--- config.mk ---
export PLATFORM = sky130hd
export DESIGN_NAME = bw_io_dtl_flps_pipe
export DESIGN_NICKNAME = d
export VERILOG_FILES = /design/src/rtl/bw_io_dtl_flps_pipe.sv
export SDC_FILE = /design/constraint.sdc
export NUM_CORES = 1
export LEC_CHECK = 0
export CAP_MARGIN = 10
export CORE_UTILIZATION = 45
export CTS_CLUSTER_DIAMETER = 150
export DETAILED_ROUTE_END_ITERATION = 10
export PLACE_DENSITY = 0.72
export SLEW_MARGIN = 0
export SYNTH_ARGS = -nofsm -noshare
export SYNTH_HDL_FRONTEND = slang
export SYNTH_SLANG_ARGS = --single-unit
--- constraint.sdc ---
create_clock -name clk -period 2.3 [get_ports clk]
set_input_delay 0.46 -clock clk [delete_from_list [all_inputs] [get_ports clk]]
set_output_delay 0.46 -clock clk [all_outputs]
set_load 0.05 [all_outputs]
--- src/rtl/bw_io_dtl_flps_pipe.sv ---
// Scannable WIDTH x DEPTH retiming pipeline for DTL pad signals. It has a
// single scan chain, a shadow register that can override q, and a shift counter.
module bw_io_dtl_flps_pipe #(
  parameter int WIDTH = 3,
  parameter int DEPTH = 1,
  parameter int CNTW  = 8
) (
  input  logic             clk,
  input  logic             rst,
  input  logic [WIDTH-1:0] d,
  input  logic             en,
  input  logic             se,
  input  logic             si,
  input  logic             upd,
  input  logic             ovr,
  output logic [WIDTH-1:0] q,
  output logic             so,
  output logic             scan_done
);

  localparam int              CHAIN_LEN = WIDTH * DEPTH;
  localparam logic [CNTW-1:0] CNT_FULL  = CNTW'(CHAIN_LEN);
  localparam logic [CNTW-1:0] CNT_ONE   = CNTW'(1);

  // All stages are stored as one flat vector. Stage k occupies bits
  // [k*WIDTH +: WIDTH]. This makes the scan order identical to the bit index.
  logic [CHAIN_LEN-1:0] chain_r;
  logic [CHAIN_LEN-1:0] chain_nxt_s;
  logic [WIDTH-1:0]     last_s;
  logic [WIDTH-1:0]     shadow_r;
  logic [CNTW-1:0]      cnt_r;

  assign last_s = chain_r[CHAIN_LEN-1 -: WIDTH];

  // Next chain contents: a scan shift moves by one bit, and a functional
  // advance moves by one stage.
  always_comb begin
    chain_nxt_s = chain_r;
    if (se) begin
      chain_nxt_s = (chain_r << 1'b1) | CHAIN_LEN'(si);
    end else if (en) begin
      chain_nxt_s = (chain_r << WIDTH) | CHAIN_LEN'(d);
    end else begin
      chain_nxt_s = chain_r;
    end
  end

  // Pipeline, shadow and shift-counter state. The shadow samples the
  // pre-edge last stage, so a simultaneous advance does not leak into it.
  always_ff @(posedge clk or posedge rst) begin
    if (rst) begin
      chain_r  <= '0;
      shadow_r <= '0;
      cnt_r    <= '0;
    end else begin
      chain_r <= chain_nxt_s;
      if (se) begin
        shadow_r <= shadow_r;
        cnt_r    <= (cnt_r == CNT_FULL) ? CNT_FULL : cnt_r + CNT_ONE;
      end else begin
        cnt_r <= '0;
        if (upd) begin
          shadow_r <= last_s;
        end else begin
          shadow_r <= shadow_r;
        end
      end
    end
  end

  assign q         = ovr ? shadow_r : last_s;
  assign so        = chain_r[CHAIN_LEN-1];
  assign scan_done = (cnt_r == CNT_FULL);

endmodule

== Word-level counts from Yosys, hierarchy flattened ==
Cells that the tools add are included.
Storage, ports and cells
  bits of input ports: 10
  register bits after elaboration: 14
  logic and storage cells: 14
Operators by class
  add/sub/neg operators: 1
  muxes and demuxes: 5
  equal/unequal tests: 1
  bitwise gates (word level): 2
  reduce and logical (&&, ||, !) cells: 2
Operators with widths (number)
  $mux 8: 2
  $mux 3: 3
  $add 8x1->8 const B: 1
  $eq 8x2->1 const B: 1
  $or 3x1->3: 1
  $reduce_and 2->1: 1
  $reduce_bool 2->1: 1
  $not 1->1: 1

== Logic depth before layout (Yosys ltp) ==
  depth in word-level cells: 3
  mapped depth: 4

== Worst setup path after synthesis ==
Ideal clock, no wire load.
  path type: reg2out
  start point: register cnt_r[5]
  end point: output port scan_done
  arrival: 1420 ps
  path slack: 420 ps
  stages on the path, launching flop included: 3
  data required time: 1840 ps
  path buffers: 0
  path through: dfrtp_1 -> or4_4 -> nor3_4
On the way
  word-level cells in the longest chain between the ends: 1
RTL lines
  start, declared: RTL line 31  | logic [CNTW-1:0] cnt_r;
  start signal, assigned: RTL line 59  | cnt_r <= (cnt_r == CNT_FULL) ? CNT_FULL : cnt_r + CNT_ONE;
  $eq 8x2->1: RTL line 73  | assign scan_done = (cnt_r == CNT_FULL);
  end, declared: RTL line 18  | output logic scan_done
No other way between the ends.

== Final worst setup path ==
Ends and elaborated chain as after synthesis.

==> run_results.csv <==
group,metric,value,unit
synthesis,syn_nets,75,
clocking,worstSkewPairLatency,0.28,ns
power,swShare,0.309,
power,pwr-share-clk,0.239,
power,peakVddDrop,431,uV
die,ios,15,
final_layout,final_cell_mix,"14 x dfrtp_1, 10 x clkdlybuf4s50_1, 6 x mux2_2, 6 x o21ai_0, 5 x nand2_1",
sta,tns,0,ns
status,status,"finished, final reports clean",
grt,grt_usage,0.180,
placed_design,dpl-instance-area,870,sq um
synthesis,synth_xor_area_frac,0.0246,
clocking,clkTransAtPathRegs,0.08,ns
critical_path,max_stage_delay,0.59,ns
sta,relSlewSlack,0.650,
critical_path,regToRegSetupSlack,0.82,ns
detailed_routing,avgViaCountPerCell,5.46,
placed_design,gp_congestion,0.783,
synthesis,ys.flop_type,"dfrtp_1",
synthesis,synthCells,63,
power,leakage,0.392,nW
final_layout,fill_cells,115,
clocking,clock_sinks,14,
synthesis,muxShareOfSynthArea,0.137,
final_layout,drive_above_1_share,0.225,
detailed_routing,drtPass1Iterations,4,
synthesis,async_flop_share,1.00,
die,coreArea,1380,sq um
detailed_routing,vias,519,
synthesis,yosys_warnings,0,
final_layout,multi_input_area,335,sq um
critical_path,crit_chain,"or4_4 -> nor3_4 -> buf_12",
detailed_routing,routed_wl,1240,um
synthesis,synth_adder_area_share,0.0351,
sta,skew,0.00135,ns
clocking,cts_resized,0,
synthesis,synth_edf_count,0,
synthesis,ys_ff_latch,14,
die,die_w,41.8,um
detailed_routing,drt_first_iter_violations,4,
synthesis,synth_compound_area_frac,0.121,
clocking,cts_hold_buf,0,
grt,grt-ovfl-total,0,
clocking,clk_path_buf_depth,2,
sta,fmax,464,MHz
detailed_routing,route.detailed.drc,0,
final_layout,fin_nets,94,
sta,rsz0062_at_grt,"false",
critical_path,path_max_fanout,5,
grt,antenna_found_initial,0,
die,start_util,0.515,
worst_hold_path,hold_class,"primary input to async pin",
clocking,htree_levels,1,
synthesis,synth_top_family_by_area,"simple AND/OR/NAND/NOR gates",
critical_path,worstSetupEndpointType,"output pin",
final_layout,regArea,350,sq um
die,dieArea,1750,sq um
final_layout,final_area,892,sq um
power,seqPwrFrac,0.501,
synthesis,synth_area_per_cell,11.3,sq um
final_layout,fin_util,0.645,
critical_path,worstPathRequired,1.84,ns
grt,grt_max_degree,15,
critical_path,path_class,"register to output pin",
sta,hold_viol_final,0,
power,power.density,641,nW/um^2
detailed_routing,wire_per_inst,13.0,um
synthesis,yosysUniqueCellTypes,22,
final_layout,layout_commonest_cell,"dfrtp_1",
sta,tightest_slew,0.524,ns
sta,final.period_utilization,0.936,
synthesis,netlist_area,712,sq um
critical_path,regToRegStartpoint,"cnt_r[5]$_DFF_PP0_",
die,dieHeight,41.8,um
critical_path,slowest_stage,"or4_4",
clocking,postCtsSetupBuffers,0,
sta,slew_viol_final,0,
power,combPwrFrac,0.260,
clocking,cts_tree,"built",
critical_path,arrival,1.69,ns
placed_design,numPortBuffers,14,
grt,grt_pass1_vias,540,
die,floorplan.rows,13,
flow_run,cap_viol_max_count,0,
power,power.internal,0.395,mW
grt,grt_first_pass_wirelength,2330,um
sta,fin_crit,2.15,ns
detailed_routing,ant_nets,0,
sta,setup_viol,0,
power,netSwitchingPower,0.177,mW
final_layout,antenna_cells,0,
clocking,root_buffer,"clkbuf_4",
critical_path,crit_start,"cnt_r[5]$_DFF_PP0_",
clocking,cts_made_buffers,3,
synthesis,yosysSeqAreaShare,0.492,
critical_path,start_kind,"register",
final_layout,area_growth,25.3,%
placed_design,place.detailed.hpwl,987,um
synthesis,synth_simple_gate_area_frac,0.153,
==> registers in the layout (all words and copies together), names as in the netlist <==
signal / flops
cnt_r: 8
chain_r: 3
shadow_r: 3
==> routing by layer <==
layer  track usage  share of wire  vias up
met1         0.218           0.47      246
met3        0.0522          0.034        5
met5             0              0        -
met4         0.116          0.032        0
met2         0.278           0.47       13
li1              -              -      255
==> worst max-delay path, delay by kind of cell, from the launching register on <==
family,cells,cell delay [ns]
flip-flops,1,0.42
AND/OR/NAND/NOR,2,0.82
buffers and inverters,1,0.17
==> metrics by stage <==
| stage | hold WS (ns) | worst slack (ns) | instances | power (mW) |
|---|---|---|---|---|
| after floorplan | 0.349 | 0.420 | 63 | 0.386 |
| after global placement | 0.496 | 0.341 | 92 | 0.437 |
| after detailed placement | 0.491 | 0.314 | 92 | 0.441 |
| after CTS | 0.521 | 0.135 | 95 | 0.580 |
| after global routing | 0.545 | 0.0737 | 95 | 0.606 |
| final | 0.508 | 0.147 | 95 | 0.572 |
==> cell usage after synthesis, drive strengths merged (2+ instances only) <==
master / number / share of area
mux2i: 3 / 0.042
o21a: 2 / 0.021
nand2: 5 / 0.026
ha: 2 / 0.035
mux2: 6 / 0.095
nor2: 2 / 0.011
inv: 4 / 0.021
dfrtp: 14 / 0.49
or3: 3 / 0.028
o21ai: 6 / 0.042
a21oi: 4 / 0.028
nand3: 3 / 0.021
==> path summary, 6_finish.rpt <==
check | end | cells after the start
setup / recovery | scan_done | 3
hold / removal | cnt_r[1]$_DFF_PP0_ | 2
setup reg to reg | cnt_r[7]$_DFF_PP0_ | 3
hold reg to reg | shadow_r[1]$_DFFE_PP0P_ | 1
max in group asynchronous | cnt_r[4]$_DFF_PP0_ | 2
min in group clk | shadow_r[1]$_DFFE_PP0P_ | 1
==> cell type report <==
class                      instances  share of cell area
multi-input combinational         44               0.376
timing repair buffer              15               0.168
clock buffer                       3              0.0252
tap                               15              0.0210
inverter                           4              0.0168
sequential                        14               0.393
==> power by group through the flow <==
stage	clock (mW)	sequential (mW)	combinational, mW
global placement	0	0.291	0.146
CTS	0.143	0.286	0.151
finish	0.137	0.286	0.149
floorplan	0	0.293	0.0937
global route	0.156	0.290	0.159
detailed placement	0	0.291	0.151
==> kinds of logic after synthesis <==
logic type | after synthesis
AOI/OAI and AO/OA | 13
muxes | 9
adders and majority gates | 2
and+or+nand+nor | 18
xor gates and xnor gates | 2
buffers and inverters | 5
DFF | 14
Note: power is estimated with default switching activity, not from simulation.
